--- config.mk ---
export PLATFORM = sky130hd
export DESIGN_NAME = mem_bus_arbiter
export DESIGN_NICKNAME = d
export VERILOG_FILES = /design/src/rtl/mem_bus_arbiter_pkg.sv /design/src/rtl/mem_bus_arbiter_arb_grant2.sv /design/src/rtl/mem_bus_arbiter.sv
export SDC_FILE = /design/constraint.sdc
export NUM_CORES = 1
export LEC_CHECK = 0
export BUFFER_PORTS_ARGS = -buffer_cell sky130_fd_sc_hd__buf_2
export CAP_MARGIN = 20
export CORE_AREA = 5 5 102 104
export CTS_CLUSTER_DIAMETER = 50
export DETAILED_ROUTE_END_ITERATION = 6
export DIE_AREA = 0 0 107 109
export GPL_TIMING_DRIVEN = 0
export PLACE_DENSITY = 0.76
export REMOVE_ABC_BUFFERS = 1
export SLEW_MARGIN = 40
export SYNTH_ARGS = -nofsm -noshare
export SYNTH_HDL_FRONTEND = slang
export SYNTH_HIERARCHICAL = 1
export SYNTH_SLANG_ARGS = --single-unit
--- constraint.sdc ---
create_clock -name clk -period 1.7 [get_ports clk]
set_input_delay 0.085 -clock clk [delete_from_list [all_inputs] [get_ports clk]]
set_output_delay 0.085 -clock clk [all_outputs]
set_load 0.02 [all_outputs]
--- src/rtl/mem_bus_arbiter_pkg.sv ---
//------------------------------------------------------------------------------
// Module : mem_bus_pkg
// Shared encodings for the inst/data memory bus arbiter.
// Rev    : 1.0
//------------------------------------------------------------------------------
`default_nettype none

package mem_bus_pkg;

   typedef enum logic [1:0] {
      ST_IDLE = 2'd0,
      ST_REQ  = 2'd1,
      ST_WAIT = 2'd2
   } state_t;

   // Encoding doubles as the bit index into the one-hot grant vector
   typedef enum logic {
      OWN_INST = 1'b0,
      OWN_DATA = 1'b1
   } owner_t;

   localparam logic [1:0] SZ_BYTE = 2'd0;
   localparam logic [1:0] SZ_HALF = 2'd1;
   localparam logic [1:0] SZ_WORD = 2'd2;

endpackage

`default_nettype wire

--- src/rtl/mem_bus_arbiter_arb_grant2.sv ---
//------------------------------------------------------------------------------
// Module : arb_grant2
// Combinational 2-way grant, fixed priority (data first) or round-robin.
// Rev    : 1.0
//------------------------------------------------------------------------------
`default_nettype none

module arb_grant2
   import mem_bus_pkg::*;
#(
   parameter int RR_MODE = 0
) (
   input  logic [1:0] eligible,
   input  owner_t     lastOwner,
   output logic [1:0] grant
);

   always_comb begin
      grant = 2'b00;
      case (eligible)
         2'b01:   grant = 2'b01;
         2'b10:   grant = 2'b10;
         2'b11: begin
            // On contention round-robin hands the port to whoever did not own it last
            if ((RR_MODE != 0) && (lastOwner == OWN_DATA)) begin
               grant = 2'b01;
            end else begin
               grant = 2'b10;
            end
         end
         default: grant = 2'b00;
      endcase
   end

endmodule

`default_nettype wire

--- src/rtl/mem_bus_arbiter.sv ---
//------------------------------------------------------------------------------
// Module : mem_bus_arbiter
// Shares one SRAM-like port between fetch and load/store, one transaction deep.
// Rev    : 1.0
//------------------------------------------------------------------------------
`default_nettype none

module mem_bus_arbiter
   import mem_bus_pkg::*;
#(
   parameter int AW      = 32,
   parameter int DW      = 32,
   parameter int RR_MODE = 0
) (
   input  logic          clk,
   input  logic          rst,
   input  logic          flush_except,
   input  logic          inst_req,
   input  logic [AW-1:0] inst_addr,
   output logic          inst_addr_ok,
   output logic          inst_data_ok,
   output logic [DW-1:0] inst_rdata,
   input  logic          data_req,
   input  logic          data_wr,
   input  logic [1:0]    data_size,
   input  logic [AW-1:0] data_addr,
   input  logic [DW-1:0] data_wdata,
   output logic          data_addr_ok,
   output logic          data_data_ok,
   output logic [DW-1:0] data_rdata,
   output logic          req,
   output logic          wr,
   output logic [1:0]    size,
   output logic [AW-1:0] addr,
   output logic [DW-1:0] wdata,
   input  logic          addr_ok,
   input  logic          data_ok,
   input  logic [DW-1:0] rdata,
   output logic          busy
);

   state_t          r_state;
   state_t          w_stateNext;
   owner_t          r_owner;
   owner_t          r_lastOwner;
   logic            r_cancel;
   logic            r_wr;
   logic [1:0]      r_size;
   logic [AW-1:0]   r_addr;
   logic [DW-1:0]   r_wdata;

   logic [1:0]      w_eligible;
   logic [1:0]      w_grant;
   logic            w_idle;
   logic            w_complete;
   logic            w_grantValid;

   // A flushed fetch must not even be granted
   assign w_eligible   = {data_req, inst_req & ~flush_except};
   assign w_idle       = (r_state == ST_IDLE);
   assign w_grantValid = w_idle & (|w_grant);

   arb_grant2 #(
      .RR_MODE (RR_MODE)
   ) u_grant (
      .eligible  (w_eligible),
      .lastOwner (r_lastOwner),
      .grant     (w_grant)
   );

   assign w_complete = ((r_state == ST_REQ) & addr_ok & data_ok) |
                       ((r_state == ST_WAIT) & data_ok);

   always_comb begin
      w_stateNext = r_state;
      case (r_state)
         ST_IDLE: begin
            if (w_grantValid) begin
               w_stateNext = ST_REQ;
            end
         end
         ST_REQ: begin
            if (addr_ok) begin
               w_stateNext = data_ok ? ST_IDLE : ST_WAIT;
            end
         end
         ST_WAIT: begin
            if (data_ok) begin
               w_stateNext = ST_IDLE;
            end
         end
         default: w_stateNext = ST_IDLE;
      endcase
   end

   always_ff @(posedge clk or negedge rst) begin
      if (!rst) begin
         r_state     <= ST_IDLE;
         r_owner     <= OWN_INST;
         r_lastOwner <= OWN_INST;
         r_cancel    <= 1'b0;
      end else begin
         r_state <= w_stateNext;
         if (w_grantValid) begin
            r_owner     <= w_grant[1] ? OWN_DATA : OWN_INST;
            r_lastOwner <= w_grant[1] ? OWN_DATA : OWN_INST;
         end
         // The slave cannot abort, so a flushed fetch runs on with only its response hidden
         if (w_stateNext == ST_IDLE) begin
            r_cancel <= 1'b0;
         end else if (flush_except && !w_idle && (r_owner == OWN_INST)) begin
            r_cancel <= 1'b1;
         end
      end
   end

   always_ff @(posedge clk or negedge rst) begin
      if (!rst) begin
         r_wr    <= 1'b0;
         r_size  <= 2'd0;
         r_addr  <= '0;
         r_wdata <= '0;
      end else if (w_grantValid) begin
         if (w_grant[1]) begin
            r_wr    <= data_wr;
            r_size  <= data_size;
            r_addr  <= data_addr;
            r_wdata <= data_wdata;
         end else begin
            r_wr    <= 1'b0;
            r_size  <= SZ_WORD;
            r_addr  <= inst_addr;
            r_wdata <= '0;
         end
      end
   end

   assign inst_addr_ok = w_idle & w_grant[0];
   assign data_addr_ok = w_idle & w_grant[1];

   assign inst_data_ok = w_complete & (r_owner == OWN_INST) & ~r_cancel;
   assign data_data_ok = w_complete & (r_owner == OWN_DATA);

   assign inst_rdata = (!w_idle && (r_owner == OWN_INST)) ? rdata : '0;
   assign data_rdata = (!w_idle && (r_owner == OWN_DATA)) ? rdata : '0;

   assign req   = (r_state == ST_REQ);
   assign wr    = r_wr;
   assign size  = r_size;
   assign addr  = r_addr;
   assign wdata = r_wdata;
   assign busy  = !w_idle;

endmodule

`default_nettype wire
==> key figures, run 1 <==
Status
  • Status: finished, final reports clean

Worst setup path
  • Crit path to: inst_rdata[20]
  • CP required: between 1.5 and 2 ns
  • Crit-path slowest cell: dfrtp_2
  • Worst r2r src: r_state[0]
  • CP Launch Type: register
  • Crit end category: output port
  • Critical Path Max Stage Delay: approximately 0.48 ns
  • Cell count of the worst reg-to-reg path: 4
  • Crit path DAT: roughly 1.6 ns
  • R2R Setup Slk: between 0.1 and 0.15 ns
  • Worst path most repeated cell: buf_4
  • CP cell instances: buf_4 -> o21ba_4 -> and2_1 -> buf_4
  • Setup crit start: r_state[0]
  • CP max FO: 8
  • RR Endpoint: wdata[12]
  • Worst Path Class, Setup: register to output port

Clock network
  • CTS tree: done
  • Cts bufs inserted: 9
  • CTS sink cnt: ~70
  • CTS root buf: clkbuf_8
  • Clock H-tree levels: 3
  • Clk buf depth: 2
  • Skew-Pair Late Insertion Delay: 0.35 ns
  • Worst-path clk slew: about 0.09 ns

Global routing
  • Grt total ovfl: 0
  • Initial antenna violation count: 1
  • Largest net degree at the start of global routing: 66
  • Vias in the first global route: 4,001
  • Total Routing Usage GR: a little under a quarter
  • First-pass GRT wire length: 21.3 mm

Floorplan
  • Chip width: between 100 and 150 µm
  • I/O pin count: between 200 and 300
  • Core area: about 9500 µm²
  • Die ar.: between 10,000 and 15,000 µm²
  • Initial Util: 36.5%
  • Core Rows: 36
  • Die Y: 109 µm

Yosys
  • Post-Synthesis Cells: roughly 320
  • Main area contributors after synthesis: dfrtp_1 51%, mux2i_1 9.3%, a22o_1 8.9%
  • Syn Area/Cell: 10.7 µm²
  • Top-area cell type share of the netlist area: roughly 51%
  • Largest family of logic cells by synthesized area: compound AO/OA/AOI/OAI gates
  • Area leader, netlist: dfrtp_1
  • Multiplexer area fraction after synthesis: a little under a tenth
  • Main synth FF type: dfrtp_1
  • Top cells by count, synth: 71 x dfrtp_1, 56 x o21ai_0, 35 x a22o_1
  • Register area share after synthesis: slightly above 50%
  • Flops & latches, synth: about 70
  • Post-synth ARST share: between 90% and 100%
  • Synth Area in Compound Gates: 20.1%
  • Synth warn: 6
  • Xor/xnor cell area share of the yosys netlist: 0%
  • Synth Area in Adders: 0%
  • Mapped cell area: around 3500 µm²
  • Post-synth EDFFs: 0
  • Most common cell in the synthesized netlist: dfrtp_1
  • Synth Area in Simple Gates: between 10% and 20%
  • Distinct cells, synth: 28

Final layout
  • Share of cells above drive strength 1: between 50% and 60%
  • Finished Cell Area: roughly 6100 µm²
  • Area Overhead vs Synth: 75.6%
  • Final #Nets: between 700 and 800
  • Post-route insts no fill: a little under 800
  • Final Util: 64.1%

Pwr
  • Maximum VDD drop: 1.01 mV
  • P per Cell Area: around 1600 nW/µm²
  • Total Power: roughly 9600 µW
  • Leakage power: about 0.0033 µW

Placement
  • GP Congestion: approximately 0.79
  • Placed Cells: 683
  • Port bufs: around 270
  • HPWL Detailed: between 9 and 10 mm
  • Area post-placement: between 4000 and 5000 µm²

Run
  • Max_cap viols: 0

STA
  • Period utilization: ~100%
  • Fmax: between 0.5 and 0.6 GHz
  • Worst Skew: a little over 0.008 ns
  • Setup violations, final: 0
  • Max-slew violation count: 0
  • Post-layout min period: 1.67 ns
  • Final hold violation count: 0
  • Worst slew margin: a little over half
  • RSZ-0062 raised after global routing: true
  • Setup TNS Final: 0 ns
  • Worst-margin pin slew: around 0.71 ns

Detailed routing
  • Via count: 4,057
  • 1st-pass router iterations: 4
  • DR DRC count: 0
  • Avg Vias per Cell: ~5.3
  • DRT antenna net count: 0
  • Iter 0 DRT Violations: approximately 270
  • Routed length per instance: 19.9 µm
  • DRT Wirelength: 15.4 mm

Worst hold path
  • Hold crit path type: primary input to register
-- what timing repair did --
| item | CTS | global route |
|---|---|---|
| endpoints found under the hold margin | 115 | 0 |
| setup buffers | 5 | 7 |
| hold buffers | 50 | 0 |
| pin swaps | 11 | 2 |
| setup endpoints to repair | 69 | 114 |
| resized for setup | 42 | 42 |
| cloned | 2 | 6 |
-- layer usage --
metal	GRT usage (%)	share of wire, %
met5	0	0.13
met4	8.68	2.0
met3	7.93	9.2
met2	41.6	52
met1	27.1	37
-- where the power goes --
group	internal (µW)	leakage, µW	total (µW)	switching (µW)
registers	2490	0.000877	2990	501
logic	2050	0.00232	5130	3080
clock network	831	0.000110	1520	685
total	5370	0.00330	9640	4270
-- sequential cells by signal (all words and copies together), names as in the netlist --
name         flops
addr            32
r_cancel         1
r_lastOwner      1
r_state          2
size             2
wdata           32
wr               1
-- layout make-up --
type                       instances  area, µm²
inverter                           4       27.5
sequential                        71       1780
timing repair inverter             3       26.3
antenna                            2       5.00
fill                             710       3400
clock inverter                     7       95.1
multi-input combinational        221       1630
tap                              114        143
clock buffer                       9        124
timing repair buffer             340       2230
-- per-stage QoR --
| step | setup slack (ns) | hold WS, ns |
|---|---|---|
| after floorplan | -0.273 | -0.211 |
| after CTS | -0.0522 | 0.00122 |
| after global placement | -1.90 | 0.304 |
| after detailed placement | -0.361 | -0.0568 |
| after global routing | -0.0458 | 0.00332 |
| final | 0.0298 | 0.0248 |
-- worst max-delay path: cells and delay by family, from the launching register on --
| family | cells | cell delay (ns) |
|---|---|---|
| DFF | 1 | 0.48 |
| buffers and inverters | 2 | 0.34 |
| AOI/OAI and AO/OA | 1 | 0.26 |
| and+or+nand+nor | 1 | 0.17 |
-- kinds of logic after synthesis --
group	Yosys count
AO/OA/AOI/OAI	108
AND/OR/NAND/NOR	76
flip-flops	71
buffers and inverters	36
multiplexers	32
-- cell usage in the layout (no fill, tap or decap), types with 8 or more instances in the layout --
cell and instances:
a22o_1 35, o21ai_1 8, o21ai_0 56, dfrtp_1 68
and2_1 32, mux2i_1 32, and3_1 25, clkbuf_8 9
buf_4 43, dlygate4sd3_1 50, buf_6 16, buf_2 225
-- worst min-delay path by stage --
stage                  startpoint          to  slack, ns  depth (start not counted)
finish              inst_addr[26]    addr[26]       0.02                          3
global route         data_addr[2]     addr[2]      0.003                          3
CTS                 inst_addr[26]    addr[26]      0.001                          3
detailed placement            rst    wdata[3]      -0.06                          1
global placement          data_ok  r_state[1]       0.30                          2
floorplan                     rst     addr[0]      -0.21                          0
Note: power is estimated with default switching activity, not from simulation.
==> inputs of run 2 (changes only) <==
==> constraint.sdc (replaced) <==
create_clock -name clk -period 1.7 [get_ports clk]
set_input_delay 0.085 -clock clk [delete_from_list [all_inputs] [get_ports clk]]
set_output_delay 0.085 -clock clk [all_outputs]
set_load 0.01 [all_outputs]
==> run 2 against run 1 <==
Non-clock buffer count unchanged. Largest power group unchanged. Critical path type unchanged. Sequential share of layout area grew 1.3 points. Cell area decreased by 4.3%. Clock skew grew 0.0010 ns. Routed wire length fell by 4.5%. Largest cell class unchanged. Count of clock-buffer cells in the layout stayed put. Setup slack got worse by 0.0075 ns.
==> key figures, run 2 (synthesis results as in run 1) <==
Global routing
  • Initial antenna violation count: 1 (unchanged)
  • Vias in the first global route: 3,998 (was 4,001)
  • First-pass GRT wire length: 21.1 mm (was 21.3 mm)
  • Total Routing Usage GR: 23.5% (was 23.8%)
  • Top Usage Layer GRT: met2 (unchanged)
  • Met1 Use GR: 26.4% (was 27.1%)
  • GR Util met2: 42.4% (was 41.6%)
  • GRT met3 Usage: 7.70% (was 7.93%)
  • Grt total ovfl: 0 (unchanged)
  • Largest net degree at the start of global routing: 66 (unchanged)

Clock network
  • CTS tree: done (unchanged)
  • CTS sink cnt: 71 (unchanged)
  • Cts bufs inserted: 9 (unchanged)
  • CTS root buf: clkbuf_8 (unchanged)
  • Skew-Pair Late Insertion Delay: 0.35 ns (about the same)
  • Clk buf depth: 2 (unchanged)
  • Worst-path clk slew: 0.09 ns (about the same)
  • Clock H-tree levels: 3 (unchanged)

Worst setup path
  • CP Launch Type: register (unchanged)
  • Setup crit start: r_state[0] (unchanged)
  • Worst r2r src: r_state[0] (unchanged)
  • Cell count of the worst reg-to-reg path: 4 (unchanged)
  • RR Endpoint: wdata[31] (was wdata[12])
  • R2R Setup Slk: 0.12 ns (was 0.11 ns)
  • Crit path to: data_data_ok (was inst_rdata[20])
  • CP max FO: 6 (was 8)
  • Worst Path Class, Setup: register to output port (unchanged)
  • Crit path DAT: 1.59 ns (about the same)
  • Crit end category: output port (unchanged)
  • CP required: 1.62 ns (about the same)

STA
  • Final hold violation count: 0 (unchanged)
  • Period utilization: 98.7% (was 98.2%)
  • Fmax: 0.596 GHz (was 0.599 GHz)
  • RSZ-0062 raised after global routing: true (unchanged)
  • Max-slew violation count: 0 (unchanged)
  • Worst Skew: 0.00931 ns (was 0.00831 ns)
  • Worst slew margin: 47.4% (was 52.6%)
  • Worst-margin pin slew: 0.787 ns (was 0.711 ns)
  • Setup TNS Final: 0 ns (unchanged)
  • Post-layout min period: 1.68 ns (was 1.67 ns)
  • Setup violations, final: 0 (unchanged)

Final layout
  • Most frequent cells in the layout: 272 x buf_2, 68 x dfrtp_1, 56 x o21ai_0 (was 225 x buf_2, 68 x dfrtp_1, 56 x o21ai_0)
  • Ant diodes: 0 (was 2)
  • Register area: 1780 µm² (unchanged)
  • Final #Nets: 785 (was 788)
  • Share of cells above drive strength 1: 49.2% (was 51.0%)
  • Area Overhead vs Synth: 68.1% (was 75.6%)
  • Finished Cell Area: 5800 µm² (was 6060 µm²)
  • Commonest non-fill, non-tap cell in the layout: buf_2 (unchanged)
  • Multi-input logic area: 1590 µm² (was 1630 µm²)
  • Fill cells: 757 (was 710)

Floorplan
  • Die Y: 109 µm (unchanged)
  • Core Rows: 36 (unchanged)
  • Die ar.: 11,700 µm² (unchanged)
  • I/O pin count: 275 (unchanged)
  • Core area: 9460 µm² (unchanged)
  • Initial Util: 36.5% (unchanged)
  • Chip width: 107 µm (unchanged)

Pwr
  • Switching power: 3290 µW (was 4270 µW)
  • P per Cell Area: 1450 nW/µm² (was 1590 nW/µm²)
  • Maximum VDD drop: 0.857 mV (was 1.01 mV)
  • Sw Ratio: 39.2% (was 44.3%)
  • Seq pwr share: 35.6% (was 31.0%)
  • Total Power: 8390 µW (was 9640 µW)
  • Power share of the clock group: 18.1% (was 15.7%)
  • Leakage power: 0.00328 µW (was 0.00330 µW)
  • Internal power: 5100 µW (was 5370 µW)
  • Logic pwr share: 46.3% (was 53.3%)

Detailed routing
  • Iter 0 DRT Violations: 294 (was 265)
  • Avg Vias per Cell: 5.17 (was 5.26)
  • DRT antenna net count: 0 (unchanged)
  • Routed length per instance: 19.2 µm (was 19.9 µm)
  • DR DRC count: 0 (unchanged)
  • Via count: 3,961 (was 4,057)
  • 1st-pass router iterations: 5 (was 4)
  • DRT Wirelength: 14.7 mm (was 15.4 mm)

Placement
  • Area post-placement: 4900 µm² (unchanged)
  • HPWL Detailed: 9.42 mm (unchanged)
  • GP Congestion: 0.790 (unchanged)
  • Port bufs: 274 (unchanged)

Run
  • Max_cap viols: 0 (unchanged)

Worst hold path
  • Hold crit path type: primary input to register (unchanged)
  • Hold Startpoint: inst_addr[26] (unchanged)

Status
  • Status: finished, final reports clean (unchanged)
[run 2: cell type report]
cell class              count  area share (%)
well taps                 114            2.46
clock buffers               9            2.13
inverters                   4           0.388
clock inverters             7            1.64
repair buffers            340            35.3
multi-input cells         221            27.3
flip-flops and latches     71            30.7
[run 2: worst min path at each step]
stage                  to  slack (ns)  cells past startpoint
4_1_cts          addr[26]       0.001                      3
2_1_floorplan     addr[0]       -0.21                      0
3_5_place_dp     wdata[3]       -0.06                      1
6_report         addr[26]        0.02                      3
5_1_grt           addr[2]       0.003                      3
3_3_place_gp   r_state[1]        0.30                      2
[run 2: power groups by stage]
stage	clock network, µW	logic (µW)	registers (µW)
floorplan	0	1340	3310
global route	1630	4220	3100
finish	1520	3890	2990
global placement	0	3360	2950
CTS	1550	3650	2990
detailed placement	0	3500	2960
[run 2: timing repair]
| action | 4_1_cts | 5_1_grt |
|---|---|---|
| gates resized for setup | 9 | 4 |
| buffers inserted | 2 | 10 |
| endpoints found under the setup margin | 68 | 115 |
| gates cloned | 2 | 3 |
| endpoints found under the hold margin | 115 | 0 |
| pin swaps | 16 | 2 |
| hold buffers | 50 | 0 |
[run 2: routing by layer]
| metal | wire length, µm | vias up |
|---|---|---|
| li1 | - | 1816 |
| met1 | 5350 | 1883 |
| met2 | 7650 | 242 |
| met3 | 1510 | 18 |
| met4 | 157 | 2 |
| met5 | 13 | - |
[run 2: per-stage QoR]
step / utilization, % / instances / hold slack [ns] / worst slack (ns)
2_1_floorplan: - / 291 / -0.211 / -0.273
3_3_place_gp: 50.7 / 679 / 0.304 / -1.90
3_5_place_dp: 51.8 / 683 / -0.0568 / -0.361
4_1_cts: 60.0 / 753 / 0.00122 / -0.0337
5_1_grt: 61.4 / 766 / 0.00336 / -0.0617
6_report: 61.4 / 766 / 0.0208 / 0.0223
[run 2: critical path: stages, from the launching register on]
cell and delay (ns):
dfrtp_2 0.46, nor2b_1 0.16, a21oi_1 0.28, and3b_1 0.21
buf_2 0.13
==> inputs of run 3 (changes only) <==
--- a/config.mk
+++ b/config.mk
@@ -12,6 +12,7 @@
 export DETAILED_ROUTE_END_ITERATION = 6
 export DIE_AREA = 0 0 107 109
 export GPL_TIMING_DRIVEN = 0
+export MAX_ROUTING_LAYER = met4
 export PLACE_DENSITY = 0.76
 export REMOVE_ABC_BUFFERS = 1
 export SLEW_MARGIN = 40
==> run 3 against run 2 <==
Clock power about the same. Combinational power about the same. Total power about the same. Setup slack got worse by 0.012 ns. Register-to-register slack about the same. Routed wire length decreased by 0.36%. Sequential cell count unchanged. Die area unchanged. Utilization about the same. Count of clock-buffer cells in the layout unchanged. Global-route usage increased by 0.69 points. Largest cell class unchanged.
==> key figures, run 3 (synthesis results as in run 1) <==
Status
  • Status: finished, final reports clean (unchanged)

Detailed routing
  • DRT Wirelength: 14.6 mm (was 14.7 mm)
  • DRT antenna net count: 0 (unchanged)
  • Via count: 3,964 (was 3,961)
  • Avg Vias per Cell: 5.17 (about the same)
  • Iter 0 DRT Violations: 323 (was 294)
  • 1st-pass router iterations: 5 (unchanged)
  • Routed length per instance: 19.1 µm (was 19.2 µm)
  • DR DRC count: 0 (unchanged)

Worst setup path
  • Worst r2r src: r_state[0] (unchanged)
  • CP Launch Type: register (unchanged)
  • Worst Path Class, Setup: register to output port (unchanged)
  • Crit-path slowest cell: dfrtp_2 (unchanged)
  • CP max FO: 6 (unchanged)
  • Critical Path Max Stage Delay: 0.46 ns (about the same)
  • CP cell instances: nor2b_1 -> a21oi_1 -> and3b_1 -> buf_2 (unchanged)
  • Crit path DAT: 1.60 ns (was 1.59 ns)
  • Cell count of the worst reg-to-reg path: 4 (unchanged)
  • CP required: 1.62 ns (about the same)
  • R2R Setup Slk: 0.12 ns (about the same)
  • RR Endpoint: wdata[31] (unchanged)
  • Crit end category: output port (unchanged)

Worst hold path
  • Hold Startpoint: inst_addr[26] (unchanged)
  • Min-Delay Endpoint: addr[26] (unchanged)
  • Hold Path Cell Cnt: 3 (unchanged)
  • Hold crit path type: primary input to register (unchanged)

Global routing
  • Initial antenna violation count: 1 (unchanged)
  • Largest net degree at the start of global routing: 66 (unchanged)
  • Total Routing Usage GR: 24.2% (was 23.5%)
  • Grt total ovfl: 0 (unchanged)
  • First-pass GRT wire length: 21.1 mm (about the same)
  • Vias in the first global route: 3,984 (was 3,998)

Pwr
  • Leakage power: 0.00328 µW (about the same)
  • P per Cell Area: 1450 nW/µm² (about the same)
  • Logic pwr share: 46.3% (about the same)
  • Maximum VDD drop: 0.860 mV (was 0.857 mV)
  • Power share of the clock group: 18.1% (about the same)
  • Internal power: 5100 µW (about the same)
  • Seq pwr share: 35.6% (about the same)
  • Sw Ratio: 39.2% (about the same)
  • Switching power: 3290 µW (about the same)

STA
  • Worst slew margin: 47.2% (was 47.4%)
  • Worst Skew: 0.00930 ns (was 0.00931 ns)
  • RSZ-0062 raised after global routing: true (unchanged)
  • Fmax: 0.592 GHz (was 0.596 GHz)
  • Final hold violation count: 0 (unchanged)
  • Setup TNS Final: 0 ns (unchanged)
  • Post-layout min period: 1.69 ns (was 1.68 ns)
  • Max-slew violation count: 0 (unchanged)
  • Period utilization: 99.4% (was 98.7%)
  • Setup violations, final: 0 (unchanged)
  • Worst-margin pin slew: 0.790 ns (was 0.787 ns)

Final layout
  • Post-route insts no fill: 767 (was 766)
  • Most frequent cells in the layout: 272 x buf_2, 68 x dfrtp_1, 56 x o21ai_0 (unchanged)
  • Multi-input logic area: 1590 µm² (unchanged)
  • Register area: 1780 µm² (unchanged)
  • Final #Nets: 785 (unchanged)
  • Commonest non-fill, non-tap cell in the layout: buf_2 (unchanged)
  • Fill cells: 752 (was 757)
  • Area Overhead vs Synth: 68.2% (was 68.1%)
  • Share of cells above drive strength 1: 49.2% (unchanged)
  • Final Util: 61.4% (about the same)

Placement
  • GP Congestion: 0.801 (was 0.790)
  • Placed Cells: 683 (unchanged)
  • HPWL Detailed: 9.42 mm (unchanged)
  • Port bufs: 274 (unchanged)

Clock network
  • Worst-path clk slew: 0.09 ns (about the same)
  • Skew-Pair Late Insertion Delay: 0.36 ns (was 0.35 ns)
  • CTS tree: done (unchanged)
  • Clk buf depth: 2 (unchanged)
  • Cts bufs inserted: 9 (unchanged)
  • CTS sink cnt: 71 (unchanged)
  • Clock H-tree levels: 3 (unchanged)
  • CTS root buf: clkbuf_8 (unchanged)

Run
  • Max_cap viols: 0 (unchanged)

Floorplan
  • Die ar.: 11,700 µm² (unchanged)
  • Chip width: 107 µm (unchanged)
  • Core Rows: 36 (unchanged)
  • Die Y: 109 µm (unchanged)
  • Core area: 9460 µm² (unchanged)
  • I/O pin count: 275 (unchanged)
  • Initial Util: 36.5% (unchanged)
[run 3: area by class of cell]
type / instances / area share (%)
tap: 114 / 2.46
clock inverter: 7 / 1.64
timing repair buffer: 340 / 35.3
antenna: 1 / 0.0431
clock buffer: 9 / 2.13
multi-input combinational: 221 / 27.3
sequential: 71 / 30.7
inverter: 4 / 0.388
[run 3: timing repair]
action	4_1_cts	5_1_grt
pin swaps	16	2
hold buffers	50	0
gates cloned	2	3
gates resized for setup	9	4
hold endpoints to repair	115	0
setup buffers	2	10
setup endpoints to repair	68	115
[run 3: how the worst max path moves through the flow]
stage	endpoint	cells after the start	start
after floorplan	addr[10]	4	inst_req
after global placement	addr[13]	4	data_req
after detailed placement	addr[21]	5	data_req
after CTS	inst_rdata[6]	3	r_lastOwner
after global routing	data_data_ok	4	r_state[0]
final	data_data_ok	4	r_state[0]
[run 3: metal layers]
layer	GRT usage [%]	vias up	wire length (µm)
met3	6.57	11	1420
met4	7.49	0	129
met2	42.6	237	7680
li1	-	1821	-
met1	27.0	1895	5400
met5	-	-	0
[run 3: power groups by stage]
| stage | sequential [µW] | combinational (µW) | clock [µW] |
|---|---|---|---|
| 6_report | 2990 | 3880 | 1520 |
| 5_1_grt | 3100 | 4220 | 1630 |
| 4_1_cts | 2990 | 3650 | 1550 |
| 3_5_place_dp | 2960 | 3500 | 0 |
| 3_3_place_gp | 2950 | 3360 | 0 |
| 2_1_floorplan | 3310 | 1340 | 0 |
[run 3: critical path, delay by kind of cell (launching register included)]
family | cells | cell delay [ns]
AND/OR/NAND/NOR | 2 | 0.37
buffers and inverters | 1 | 0.14
flip-flops | 1 | 0.46
AO/OA/AOI/OAI | 1 | 0.28
[run 3: stage by stage]
step	hold WS [ns]	power [µW]	instance area (µm²)	setup slack, ns
6_report	0.0178	8390	5810	0.0105
5_1_grt	0.00415	8940	5810	-0.0543
4_1_cts	0.00122	8190	5670	-0.0337
3_5_place_dp	-0.0568	6450	4900	-0.361
3_3_place_gp	0.304	6320	4800	-1.90
2_1_floorplan	-0.211	4650	3290	-0.273
